$ cat src/rtl/keypad_pkg.sv
// Shared types and helpers for the 4x4 matrix keypad scanner.
// A column pattern is "valid" only when exactly one column line is pulled low.
package keypad_pkg;

    typedef enum logic [1:0] {
        SCAN     = 2'd0,
        DEBOUNCE = 2'd1,
        HELD     = 2'd2
    } state_e;

    localparam logic [3:0] ROW_IDLE = 4'b1111;

    typedef struct packed {
        logic       valid;
        logic [1:0] idx;
    } onehot_t;

    // Multi-low patterns (ghosting, two keys in one row) are reported as invalid.
    function automatic onehot_t onehot_low_idx(input logic [3:0] col);
        onehot_t r;
        r.valid = 1'b0;
        r.idx   = 2'd0;
        case (col)
            4'b1110: begin r.valid = 1'b1; r.idx = 2'd0; end
            4'b1101: begin r.valid = 1'b1; r.idx = 2'd1; end
            4'b1011: begin r.valid = 1'b1; r.idx = 2'd2; end
            4'b0111: begin r.valid = 1'b1; r.idx = 2'd3; end
            default: ;
        endcase
        return r;
    endfunction

endpackage

$ cat src/rtl/keypad_scanner_col_sync.sv
// Two-flop synchroniser for the asynchronous keypad column lines.
// Resets to all-high so a reset never looks like a key press.
module col_sync
    import keypad_pkg::*;
(
    input  logic       clk,
    input  logic       reset,
    input  logic [3:0] d_i,
    output logic [3:0] q_o
);

    logic [3:0] meta_q;
    logic [3:0] meta_d;
    logic [3:0] sync_q;
    logic [3:0] sync_d;

    always_comb begin
        meta_d = d_i;
        sync_d = meta_q;
    end

    always_ff @(posedge clk or negedge reset) begin
        if (!reset) begin
            meta_q <= ROW_IDLE;
            sync_q <= ROW_IDLE;
        end else begin
            meta_q <= meta_d;
            sync_q <= sync_d;
        end
    end

    assign q_o = sync_q;

endmodule

$ cat src/rtl/keypad_scanner.sv
// 4x4 active-low keypad scanner: row drive, debounce FSM and a 16-bit
// hex entry register that shifts in each accepted key code.
module keypad_scanner
    import keypad_pkg::*;
#(
    parameter int SCAN_DIV       = 50000,
    parameter int DEBOUNCE_SCANS = 4
) (
    input  logic        clk,
    input  logic        reset,
    input  logic [3:0]  col_i,
    input  logic        clear_i,
    output logic [3:0]  row_o,
    output logic        key_valid,
    output logic [3:0]  key_code,
    output logic [15:0] value_o,
    output state_e      dbg_state_o
);

    localparam int DW = $clog2(SCAN_DIV);
    localparam int MW = $clog2(DEBOUNCE_SCANS + 1);
    localparam logic [DW-1:0] DWELL_LAST = DW'(SCAN_DIV - 1);
    localparam logic [MW-1:0] MATCH_DONE = MW'(DEBOUNCE_SCANS);

    logic [3:0]    col_s;
    onehot_t       hit;
    logic          sample;
    logic          accept;
    logic [3:0]    new_code;
    logic [3:0]    latched_pat;

    state_e        state_q,     state_d;
    logic [1:0]    row_idx_q,   row_idx_d;
    logic [1:0]    col_idx_q,   col_idx_d;
    logic [DW-1:0] dwell_q,     dwell_d;
    logic [MW-1:0] match_q,     match_d;
    logic          key_valid_q, key_valid_d;
    logic [3:0]    key_code_q,  key_code_d;
    logic [15:0]   value_q,     value_d;
    logic [3:0]    row_q,       row_d;

    col_sync u_col_sync (
        .clk   (clk),
        .reset (reset),
        .d_i   (col_i),
        .q_o   (col_s)
    );

    assign hit         = onehot_low_idx(col_s);
    assign sample      = (dwell_q == DWELL_LAST);
    assign latched_pat = ROW_IDLE ^ (4'b0001 << col_idx_q);

    always_comb begin
        state_d     = state_q;
        row_idx_d   = row_idx_q;
        col_idx_d   = col_idx_q;
        match_d     = match_q;
        key_code_d  = key_code_q;
        value_d     = value_q;
        key_valid_d = 1'b0;
        accept      = 1'b0;
        new_code    = {row_idx_q, col_idx_q};
        dwell_d     = sample ? '0 : dwell_q + 1'b1;

        // Columns are only trusted at the end of a dwell, once the synchroniser
        // has settled on the currently driven row.
        if (sample) begin
            case (state_q)
                SCAN: begin
                    if (hit.valid) begin
                        col_idx_d = hit.idx;
                        if (DEBOUNCE_SCANS == 1) begin
                            accept = 1'b1;
                        end else begin
                            match_d = MW'(1);
                            state_d = DEBOUNCE;
                        end
                    end else begin
                        row_idx_d = row_idx_q + 1'b1;
                    end
                end
                DEBOUNCE: begin
                    if (col_s == latched_pat) begin
                        if (match_q + MW'(1) == MATCH_DONE) begin
                            accept = 1'b1;
                        end else begin
                            match_d = match_q + MW'(1);
                        end
                    end else begin
                        match_d   = '0;
                        state_d   = SCAN;
                        row_idx_d = row_idx_q + 1'b1;
                    end
                end
                HELD: begin
                    if (col_s == ROW_IDLE) begin
                        if (match_q + MW'(1) == MATCH_DONE) begin
                            match_d   = '0;
                            state_d   = SCAN;
                            row_idx_d = row_idx_q + 1'b1;
                        end else begin
                            match_d = match_q + MW'(1);
                        end
                    end else begin
                        match_d = '0;
                    end
                end
                default: begin
                    match_d = '0;
                    state_d = SCAN;
                end
            endcase
        end

        if (accept) begin
            new_code    = {row_idx_q, col_idx_d};
            key_valid_d = 1'b1;
            key_code_d  = new_code;
            value_d     = {value_q[11:0], new_code};
            match_d     = '0;
            state_d     = HELD;
        end

        if (clear_i) begin
            value_d = '0;
        end

        row_d = ROW_IDLE ^ (4'b0001 << row_idx_d);
    end

    always_ff @(posedge clk or negedge reset) begin
        if (!reset) begin
            state_q     <= SCAN;
            row_idx_q   <= 2'd0;
            col_idx_q   <= 2'd0;
            dwell_q     <= '0;
            match_q     <= '0;
            key_valid_q <= 1'b0;
            key_code_q  <= 4'd0;
            value_q     <= 16'd0;
            row_q       <= 4'b1110;
        end else begin
            state_q     <= state_d;
            row_idx_q   <= row_idx_d;
            col_idx_q   <= col_idx_d;
            dwell_q     <= dwell_d;
            match_q     <= match_d;
            key_valid_q <= key_valid_d;
            key_code_q  <= key_code_d;
            value_q     <= value_d;
            row_q       <= row_d;
        end
    end

    assign row_o       = row_q;
    assign key_valid   = key_valid_q;
    assign key_code    = key_code_q;
    assign value_o     = value_q;
    assign dbg_state_o = state_q;

endmodule

$ cat config.mk
export PLATFORM = sky130hd
export DESIGN_NAME = keypad_scanner
export DESIGN_NICKNAME = d
export VERILOG_FILES = /design/src/rtl/keypad_pkg.sv /design/src/rtl/keypad_scanner_col_sync.sv /design/src/rtl/keypad_scanner.sv
export SDC_FILE = /design/constraint.sdc
export NUM_CORES = 1
export LEC_CHECK = 0
export ABC_AREA = 1
export CAP_MARGIN = 20
export CORE_MARGIN = 4
export CORE_UTILIZATION = 31
export DETAILED_ROUTE_END_ITERATION = 12
export PLACE_DENSITY = 0.59
export SLEW_MARGIN = 5
export SYNTH_ARGS = -nofsm -noshare
export SYNTH_HDL_FRONTEND = slang
export SYNTH_SLANG_ARGS = --single-unit
$ cat constraint.sdc
create_clock -name clk -period 1.67 [get_ports clk]
set_input_delay 0.334 -clock clk [delete_from_list [all_inputs] [get_ports clk]]
set_output_delay 0.334 -clock clk [all_outputs]
set_load 0.01 [all_outputs]
**Word level (Yosys, flattened, before mapping)**

Index checks and enable logic that the tools add are counted.

- Register bits after elaboration: 58
- Bits in latches: 0
- Bits in writable memories: 0
- ROM bits: 0
- Bits of input ports: 7
- Output and inout bits: 27
- Word-level logic and storage cells: 71
- Memories: 0

- Add/sub/neg operators: 3
- $mul: 0
- Div/mod/pow operators: 0
- Magnitude comparators: 0
- Equal/unequal tests: 15
- Shift operators: 2
- Multiplexer cells: 33
- Bitwise logic cells: 2
- Reduce and logical (&&, ||, !) cells: 5

Operators by type and width:

| operator | count |
|---|---|
| $mux 16 | 3 |
| $mux 2 | 14 |
| $mux 3 | 7 |
| $add 16x1->16 const B | 1 |
| $eq 16x16->1 const B | 1 |
| $eq 4x4->1 const B | 4 |
| $ne 3x3->1 const B | 4 |
| $pmux 2 s3 | 2 |
| $pmux 3 s4 | 1 |
| $pmux 3 s3 | 1 |
| $not 4->4 | 2 |
| $shl 1x2->4 const A | 2 |
| $mux 1 | 5 |
| $reduce_and 5->1 | 1 |
| $eq 4x3->1 const B | 1 |
| $eq 4x4->1 | 1 |
| $ne 4x4->1 const B | 1 |
| $reduce_bool 2->1 | 2 |
| $add 3x1->3 const B | 1 |
| $eq 3x3->1 const B | 1 |
| $reduce_and 3->1 | 1 |
| $add 2x1->2 const B | 1 |
| $eq 2x1->1 const B | 1 |
| $eq 2x2->1 const B | 1 |
| $logic_not 2->1 | 1 |

**Depth between registers and ports, before layout**

Gate-level depths: netlist of the first run.

- Depth after elaboration: 8
- Mapped depth: 14
- Mapped depth without buffers: 14

**Cells and area by module**

A second synthesis of the first run with hierarchy kept.

- Cell total of the unflattened synthesis: 374
- Area total of the unflattened synthesis: 2,956.6 µm²

Modules (own cells, without submodules):

| module | instances | cells each | area each (µm²) | sequential area each (µm²) |
|---|---|---|---|---|
| keypad_scanner | 1 | 366 | 2,746.4 | 1,255.0 |
| col_sync | 1 | 8 | 210.2 | 210.2 |

**Worst setup path after synthesis of the first run**

OpenSTA, ideal clock, no wires.

- Path type: flip-flop to flip-flop
- Start point: register match_q[0]
- End point: register value_q[11] (netlist: value_o[11])
- Library setup time: 0.117 ns
- Data arrival time: 1.581 ns
- Data required time: 1.553 ns
- Path slack: -0.028 ns
- Cell stages (with the launch flop): 13
- Buffers on the path: 1
- Period minus slack after synthesis: 1.698 ns
- Path through: dfrtp_1 -> ha_1 -> nand2_1 -> nand2_1 -> nor2_1 -> nand2_1 -> inv_1 -> nand2_4 -> nor2_8 -> nor2_2 -> buf_2 -> nand2_1 -> nand2_1

- Cells in the longest elaborated chain, start to end: 7

RTL lines:

| element | line | source |
|---|---|---|
| from (decl) | keypad_scanner.sv:36 | `logic [MW-1:0] match_q, match_d;` |
| from (signal assigned) | keypad_scanner.sv:147 | `match_q <= match_d;` |
| $add 3x1->3 | keypad_scanner.sv:84 | `if (match_q + MW'(1) == MATCH_DONE) begin` |
| $eq 3x3->1 | keypad_scanner.sv:84 |  |
| $mux 1 | keypad_scanner.sv:84 |  |
| $mux 1 | keypad_scanner.sv:83 | `if (col_s == latched_pat) begin` |
| $mux 1 | keypad_scanner.sv:68 | `case (state_q)` |
| $mux 1 | keypad_scanner.sv:67 | `if (sample) begin` |
| via accept | keypad_scanner.sv:28 | `logic accept;` |
| $reduce_bool 2->1 (no source line) | -- |  |
| to (signal assigned) | keypad_scanner.sv:150 | `value_q <= value_d;` |
| to (decl) | keypad_scanner.sv:39 | `logic [15:0] value_q, value_d;` |

The timed path passes the listed nets, and every way through them passes these cells.
A chain may end at the register's enable or synchronous reset.

**Worst setup path in the final report of the first run**

- Start point: register match_q[1]
- End point: register value_q[3] (netlist: value_o[3])

Same word-level chain as after synthesis.

==> results of run 1 <==
## synth_stat cells, drive strengths merged, types with 3 or more instances
| cell | n |
|---|---|
| nor2 | 31 |
| dfrtp | 47 |
| ha | 3 |
| o21ai | 19 |
| nand2 | 129 |
| nand3b | 4 |
| xor2 | 3 |
| inv | 49 |
| nand3 | 17 |
| dfstp | 11 |
| nor3 | 5 |
| a21oi | 6 |
| nand4 | 7 |
## metrics by stage
stage | hold WS [ns] | worst slack (ns) | cell area [µm²] | power [µW]
CTS | 0.3561 | -0.01491 | 3649 | 3039
finish | 0.3544 | 0.02374 | 3892 | 3016
floorplan | 0.03841 | 0.01392 | 2740 | 1485
global placement | 0.2805 | -0.09706 | 3385 | 1542
detailed placement | 0.2891 | -0.1734 | 3385 | 1543
global route | 0.3574 | -0.09432 | 3892 | 3139
## worst max path at each step
stage	from	endpoint	slack, ns	cells after the start
detailed placement	dwell_q[0]	value_o[3]	-0.17	10
finish	match_q[1]	value_o[3]	0.02	12
floorplan	match_q[0]	value_o[11]	0.01	12
global route	u_col_sync.q_o[3]	row_o[0]	-0.09	13
global placement	match_q[0]	value_o[3]	-0.1	12
CTS	match_q[0]	match_q[0]	-0.01	12
## sequential cells by signal, indices dropped and copies added, names as in the netlist
signal and cells:
dwell_q 16, match_q 3, col_idx_q 2, u_col_sync.q_o 4, dbg_state_o 2, value_o 16, key_valid 1, row_idx_q 2
key_code 4, row_o 4, u_col_sync.meta_q 4
## timing repair
action	4_1_cts	5_1_grt
setup buffers	1	7
hold buffers	1	0
endpoints found under the setup margin	30	44
endpoints found under the hold margin	6	0
pin swaps	1	28
gates resized for setup	13	74
## layer usage
metal,wire length [µm],GRT usage [%]
met5,0,0
met4,73,4.642
met3,199,4.369
met2,3176,20.09
met1,2757,15.49
## area by class of cell
cell class / count / area, µm² / area share [%]
Multi-Input combinational cell: 228 / 1245 / 31.98
Tap cell: 108 / 135.1 / 3.472
Clock buffer: 9 / 123.9 / 3.182
Clock inverter: 7 / 101.3 / 2.604
Inverter: 49 / 196.4 / 5.047
Timing Repair Buffer: 67 / 621.8 / 15.98
Sequential cell: 58 / 1469 / 37.74
## logic make-up after synthesis
logic type | synth area share (%)
compound gates | 5.302
xor+xnor | 0.9600
simple gates | 31.54
flops | 53.52
buf+inv | 7.312
fa+ha+maj | 1.371
## cells in the final DEF, fill, tap and decap left out, drive strengths merged, types with 3 or more instances in the layout
master	Yosys	layout
a21oi	6	6
nand3	17	17
dlymetal6s2s	0	6
ha	3	3
nor2	31	31
clkinv	0	3
buf	2	34
nand3b	4	4
clkdlybuf4s50	0	22
inv	49	49
dfrtp	47	47
nor3	5	5
clkbuf	0	9
nand4	7	7
xor2	3	3
o21ai	19	19
dlygate4sd2	0	4
dfstp	11	11
nand2	129	129
## worst max-delay path: cells and delay by family (launching register included)
family / cells / cell delay, ns
compound gates: 1 / 0.06
fa+ha+maj: 1 / 0.21
buf+inv: 2 / 0.22
flops: 1 / 0.40
simple gates: 8 / 0.63
## report_power, final
part / switching (µW) / total, µW / internal [µW]
Sequential: 7.34 / 1430 / 1420
Clock: 629 / 1480 / 849
Combinational: 68.2 / 109 / 40.4
==> flow_summary.toml, run 1 <==
[status]
status = "completed"

[layout]
num_antenna_cells = 0
syn2layout_area_growth_pct = 42.18
n_fill_cell = 840
finalNetCount = 423
drive_gt1_share_pct = 32.06
instances_no_fill = 526
final_util_pct = 45.07

[drt]
first_pass_iters = 4
vias_per_cell = 4.527
first_iter_violations = 96
wl_per_cell_um = 11.80
vias = 2381
drc = 0
drt_wl_total_um = 6206
detail-route-antenna-nets = 0

[timing]
fmaxAchievable_ghz = 0.6074
finalCritPeriodShare_pct = 98.58
rsz0062_at_grt = "true"
hold_viol_final = 0
worst_pin_slew_ns = 0.4029
relSlewSlack_pct = 73.14
worst_clock_skew_ns = 0.008085
setup_viol = 0
finalSetupTns_ns = 0
finalMaxSlewViolations = 0
fin_crit_ns = 1.646

[setup_path]
worst-path-max-fanout = 14
end_kind = "register"
crit_chain = "ha_2 > nand2_2 > nand2_2 > nor2_4 > nand2_2 > inv_2 > nand2_4 > nor2_8 > nor2_4 > buf_12 > nand2_1 > o31ai_1"
worstReg2RegEnd = "value_o[3]"
cp_slowest_cell = "dfrtp_1"
cp-start-kind = "register"
worst-r2r-cell-count = 12
worstSetupPathType = "register to register"
crit_top_cell = "nand2_2"
rrSetupSlack_ns = 0.02
crit_arrival_ns = 1.87
r2r-start = "match_q[1]"
cp.required_ns = 1.89
max_stage_delay_ns = 0.40

[logic_synthesis]
syn_area_per_cell_um2 = 8.124
synth_warnings = 0
synth_top_area_share_pct = 42.96
synth_edf_count = 0
ys_async_sr_fraction_pct = 100.0
yosys.cell_types.count = 27
yosys_register_bits = 58
ys.flop_type = "dfrtp_1"
synth_area_leader_cell = "dfrtp_1"
ys_seq_area_share_pct = 53.52
synth_area_mm2 = 0.002738
yosys-top-cells-area = "dfrtp_1 (43%), nand2_1 (17%), dfstp_2 (11%), inv_1 (5.9%), nor2_1 (3.6%)"
postSynthCellCount = 337
synth_nets = 347

[clocking]
cts_tree = "yes"
cts_made_buffers = 9
clockBufferDepth = 2
cts_max_level = 3
clk_pin_slew_ns = 0.07
cts_root_buf = "clkbuf_8"
clkLatencyLatePin_ns = 0.34
cts_num_sinks = 58

[floorplanning]
die-area_mm2 = 0.01040
die_h_um = 102.0
start_util_pct = 31.70
coreArea_mm2 = 0.008636
die_w_um = 102.0
pin_count = 34
rows = 34

[global_routing]
track_usage_pct = 12.48
gr-total-overflow = 0
grt_pass1_wl_um = 10170
grt_max_degree = 33
grt_pass1_vias = 2263
grt_antenna_before_repair = 0

[min_path]
hold_class = "register to register"
min-delay-start = "u_col_sync.meta_q[1]"
min_path_cells = 0
whs_endpoint = "u_col_sync.q_o[1]"

[power]
power.leakage_uw = 0.002034
max-vdd-ir-drop_uv = 445.4
power.density_mw_per_mm2 = 774.9

[run]
maxCapViolCount = 0

[place]
dp_hpwl_um = 4334
placed_cells_incl_taps = 501
portBuffers = 33
gp_congestion = 0.8365
No activity file was read; power rests on OpenSTA's default activity.
==> inputs of run 2 (changes only) <==
--- a/config.mk
+++ b/config.mk
@@ -10,6 +10,7 @@
 export CORE_MARGIN = 4
 export CORE_UTILIZATION = 31
 export DETAILED_ROUTE_END_ITERATION = 12
+export MAX_ROUTING_LAYER = met4
 export PLACE_DENSITY = 0.59
 export SLEW_MARGIN = 5
 export SYNTH_ARGS = -nofsm -noshare
==> run 2 against run 1 <==
  * Sequential cell count is the same
  * Final area is the same
  * Cell count is the same
  * Non-clock buffer count is the same
  * Core utilization is the same
  * Register-to-register slack is essentially flat
  * Critical path type unchanged
  * Critical endpoint unchanged
==> flow_summary.toml, run 2 (synthesis results as in run 1) <==
[layout]
most-common-layout-cells = "nand2_1 (108), dfrtp_1 (44), inv_1 (31)"
finalNetCount = 423
fin_area_mm2 = 0.003892
multi_input_area_mm2 = 0.001245
instances_no_fill = 526
final_util_pct = 45.07
final_common_cell = "nand2_1"
drive_gt1_share_pct = 32.06
register_area_mm2 = 0.001469
num_antenna_cells = 0
n_fill_cell = 840
syn2layout_area_growth_pct = 42.18

[floorplanning]
die-area_mm2 = 0.01040
die_w_um = 102.0
die_h_um = 102.0
pin_count = 34
rows = 34
start_util_pct = 31.70
coreArea_mm2 = 0.008636

[place]
placed_area_mm2 = 0.003385
gp_congestion = 0.8493
placed_cells_incl_taps = 501
dp_hpwl_um = 4334
portBuffers = 33

[power]
p_sw_uw = 706.0
seqPwrFrac_pct = 47.4
switching_share_pct = 23.40
internal_power_uw = 2312
max-vdd-ir-drop_uv = 445.3
p_clk_share_pct = 49.0
power.leakage_uw = 0.002034
comb_power_share_pct = 3.6
power.density_mw_per_mm2 = 775.2
total_power_uw = 3018

[drt]
first_iter_violations = 85
vias = 2383
drt_wl_total_um = 6196
detail-route-antenna-nets = 0
first_pass_iters = 4
wl_per_cell_um = 11.78
vias_per_cell = 4.530
drc = 0

[timing]
fin_crit_ns = 1.646
fmaxAchievable_ghz = 0.6074
finalMaxSlewViolations = 0
relSlewSlack_pct = 73.14
finalCritPeriodShare_pct = 98.58
worst_pin_slew_ns = 0.4029
worst_clock_skew_ns = 0.007994
rsz0062_at_grt = "true"
setup_viol = 0
hold_viol_final = 0

[min_path]
hold_class = "register to register"
min-delay-start = "u_col_sync.meta_q[1]"

[run]
maxCapViolCount = 0

[clocking]
clockBufferDepth = 2
cts_tree = "yes"
cts_made_buffers = 9
cts_max_level = 3
clk_pin_slew_ns = 0.07
cts_root_buf = "clkbuf_8"
cts_num_sinks = 58
clkLatencyLatePin_ns = 0.34

[setup_path]
worstSetupPathType = "register to register"
crit_family = "simple AND/OR/NAND/NOR gates"
max_stage_delay_ns = 0.40
r2r-start = "match_q[1]"
crit_arrival_ns = 1.87
path_buf_inv = 2
cp_slowest_cell = "dfrtp_1"
end_kind = "register"
cp-startpoint = "match_q[1]"
crit_top_cell = "nand2_2"
worst-path-max-fanout = 14
cp.required_ns = 1.89
crit_chain = "ha_2 > nand2_2 > nand2_2 > nor2_4 > nand2_2 > inv_2 > nand2_4 > nor2_8 > nor2_4 > buf_12 > nand2_1 > o31ai_1"
cp-start-kind = "register"

[global_routing]
grt_pass1_vias = 2262
track_usage_pct = 12.87
grt_antenna_before_repair = 0
gr-total-overflow = 0
grt_max_degree = 33
grt_pass1_wl_um = 10190

[status]
status = "completed"
==> run 2: cell counts in the layout (fill, tap and decap cells not counted) <==
No cell type changed its count.
==> run 2: per-layer routing <==
metal	up-vias	wire (µm)	GRT usage [%]
li1	1210	-	-
met4	0	70	4.642
met3	11	196	4.369
met1	1130	2754	15.49
met5	-	0	-
met2	32	3175	20.14
==> run 2: power groups by stage <==
stage | logic [µW] | registers [µW] | clock network [µW]
final | 108 | 1430 | 1480
after global routing | 123 | 1430 | 1590
after CTS | 93.9 | 1430 | 1520
after detailed placement | 89.2 | 1450 | 0
after global placement | 88.6 | 1450 | 0
after floorplan | 32.1 | 1450 | 0
==> run 2: final cells by class <==
cell class | instances | area share, %
Tap cell | 108 | 3.472
Clock buffer | 9 | 3.182
Multi-Input combinational cell | 228 | 31.98
Sequential cell | 58 | 37.74
Clock inverter | 7 | 2.604
Timing Repair Buffer | 67 | 15.98
Inverter | 49 | 5.047
==> run 2: worst register-to-register path, stage by stage (launching register included) <==
cell     delay [ns]
dfrtp_1        0.40
ha_2           0.21
nand2_2        0.07
nand2_2        0.06
nor2_4         0.12
nand2_2        0.06
inv_2          0.08
nand2_4        0.06
nor2_8         0.14
nor2_4         0.06
buf_12         0.15
nand2_1        0.06
o31ai_1        0.06
==> run 2: stage by stage <==
stage	setup slack [ns]	setup TNS [ns]	hold slack, ns
2_1_floorplan	0.01392	0	0.03841
3_3_place_gp	-0.09706	-1.022	0.2805
3_5_place_dp	-0.1734	-1.872	0.2891
4_1_cts	-0.01491	-0.01491	0.3561
5_1_grt	-0.09432	-1.499	0.3574
6_report	0.02369	0	0.3544
==> run 2: worst paths after layout <==
path | to | cells after the start | slack, ns
setup / recovery | value_o[3] | 12 | 0.02
hold / removal | u_col_sync.q_o[1] | 0 | 0.35
setup reg to reg | value_o[3] | 12 | 0.02
hold reg to reg | u_col_sync.q_o[1] | 0 | 0.35
max in group asynchronous | row_o[1] | 3 | 0.62
min in group asynchronous | col_idx_q[1] | 2 | 0.47
==> run 2: timing repair <==
item,in CTS,in global routing
pin swaps,1,28
endpoints found under the setup margin,30,44
hold buffers,1,0
setup buffers,1,9
endpoints found under the hold margin,6,0
gates resized for setup,13,74
==> inputs of run 3 (changes only) <==
--- a/config.mk
+++ b/config.mk
@@ -6,12 +6,14 @@
 export NUM_CORES = 1
 export LEC_CHECK = 0
 export ABC_AREA = 1
-export CAP_MARGIN = 20
+export CAP_MARGIN = 0
 export CORE_MARGIN = 4
 export CORE_UTILIZATION = 31
+export CTS_CLUSTER_DIAMETER = 60
 export DETAILED_ROUTE_END_ITERATION = 12
 export MAX_ROUTING_LAYER = met4
 export PLACE_DENSITY = 0.59
+export SKIP_LAST_GASP = 1
 export SLEW_MARGIN = 5
 export SYNTH_ARGS = -nofsm -noshare
 export SYNTH_HDL_FRONTEND = slang
==> run 3 against run 2 <==
  * Die area unchanged
  * Cell count unchanged
  * The run now ends with negative setup slack left
  * Largest cell class unchanged
  * Register-to-register slack lost 0.03 ns
==> flow_summary.toml, run 3 (synthesis results as in run 1) <==
[status]
status = "finished with violations"
violations = "negative setup slack"

[global_routing]
grt_pass1_vias = 2262
grt_pass1_wl_um = 10190
gr-total-overflow = 0
track_usage_pct = 12.87
grt_antenna_before_repair = 0
grt_max_degree = 33

[setup_path]
crit_chain = "nand2_1 > inv_2 > nand2_1 > nor2_2 > nand2_2 > nand2_1 > inv_1 > nand2_2 > nand2_2 > nand2_2 > nand2_4 > inv_2 > nand2_1"
worstSetupPathType = "register to register"
crit_family = "simple AND/OR/NAND/NOR gates"
cp-start-kind = "register"
cp_slowest_cell = "dfstp_2"
crit_arrival_ns = 1.92
cp.required_ns = 1.91
max_stage_delay_ns = 0.58
path_buf_inv = 3
end_kind = "register"
worst-path-max-fanout = 4

[timing]
relSlewSlack_pct = 72.97
worst_pin_slew_ns = 0.4055
fin_crit_ns = 1.680
fin_ws_ns = -0.009919
fmaxAchievable_ghz = 0.5953
hold_ws_ns = 0.3544
rsz0062_at_grt = "true"
hold_viol_final = 0
finalMaxSlewViolations = 0
setup_viol = 1
worst_clock_skew_ns = 0.007991
finalCritPeriodShare_pct = 100.6

[drt]
first_iter_violations = 92
vias_per_cell = 4.525
drc = 0
vias = 2380
first_pass_iters = 4
detail-route-antenna-nets = 0
drt_wl_total_um = 6201
wl_per_cell_um = 11.79

[layout]
final_common_cell = "nand2_1"
fin_area_mm2 = 0.003890
instances_no_fill = 526
n_fill_cell = 842
finalNetCount = 423
most-common-layout-cells = "nand2_1 (109), dfrtp_1 (44), inv_1 (32)"
num_antenna_cells = 0
syn2layout_area_growth_pct = 42.09
drive_gt1_share_pct = 31.58

[clocking]
cts_tree = "yes"
clkLatencyLatePin_ns = 0.34
clockBufferDepth = 2
cts_max_level = 3
cts_num_sinks = 58
clk_pin_slew_ns = 0.07
cts_root_buf = "clkbuf_8"
cts_made_buffers = 9

[place]
placed_area_mm2 = 0.003385
dp_hpwl_um = 4334
gp_congestion = 0.8493
placed_cells_incl_taps = 501
portBuffers = 33

[power]
power.density_mw_per_mm2 = 775.7
power.leakage_uw = 0.002034
max-vdd-ir-drop_uv = 445.3

[floorplanning]
die_w_um = 102.0
start_util_pct = 31.70
coreArea_mm2 = 0.008636
rows = 34
pin_count = 34
die_h_um = 102.0
die-area_mm2 = 0.01040

[min_path]
hold_class = "register to register"

[run]
maxCapViolCount = 0
## run 3: final cells by class
| type | instances | area [µm²] | share of cell area, % |
|---|---|---|---|
| Clock inverter | 7 | 101.3 | 2.605 |
| Multi-Input combinational cell | 228 | 1242 | 31.94 |
| Timing Repair Buffer | 67 | 621.8 | 15.99 |
| Sequential cell | 58 | 1469 | 37.76 |
| Inverter | 49 | 196.4 | 5.050 |
| Clock buffer | 9 | 123.9 | 3.184 |
| Tap cell | 108 | 135.1 | 3.474 |
## run 3: per-stage QoR
| step | TNS [ns] | util (%) | power (µW) | setup WS, ns |
|---|---|---|---|---|
| finish | -0.009919 | 45.04 | 3017 | -0.009919 |
| global route | -1.731 | 45.04 | 3139 | -0.1342 |
| CTS | -0.01491 | 42.25 | 3039 | -0.01491 |
| detailed placement | -1.872 | 39.19 | 1543 | -0.1734 |
| global placement | -1.022 | 39.19 | 1542 | -0.09706 |
| floorplan | 0 | - | 1485 | 0.01392 |
## run 3: what timing repair did
item	4_1_cts	5_1_grt
resized for setup	13	71
cloned	0	0
buffers inserted	1	9
hold endpoints to repair	6	0
setup endpoints to repair	30	44
hold buffers	1	0
pin swaps	1	28
## run 3: path summary, 6_finish.rpt
| check | from | endpoint | slack (ns) | depth (start not counted) |
|---|---|---|---|---|
| worst max-delay path | u_col_sync.q_o[3] | row_o[0] | -0.01 | 13 |
| worst min-delay path | u_col_sync.meta_q[1] | u_col_sync.q_o[1] | 0.35 | 0 |
| worst max register to register | u_col_sync.q_o[3] | row_o[0] | -0.01 | 13 |
| worst min register to register | u_col_sync.meta_q[1] | u_col_sync.q_o[1] | 0.35 | 0 |
| max in group asynchronous | reset | row_o[1] | 0.61 | 3 |
| min in group asynchronous | reset | col_idx_q[1] | 0.48 | 2 |
## run 3: per-layer routing
layer  wire (µm)  global-route usage, %  up-vias  share of wire [%]
li1            -                      -     1210                  -
met1        2755                  15.49     1126                 44
met2        3172                  20.14       33                 51
met3         204                  4.369       11                3.3
met4          70                  4.642        0                1.1
met5           0                      -        -                  0
## run 3: power breakdown
part	leakage (µW)	switching [µW]	total [µW]	internal, µW
Sequential	0.000753	7.04	1430	1420
Clock	0.000106	631	1480	849
Combinational	0.00117	68.2	108	40.1
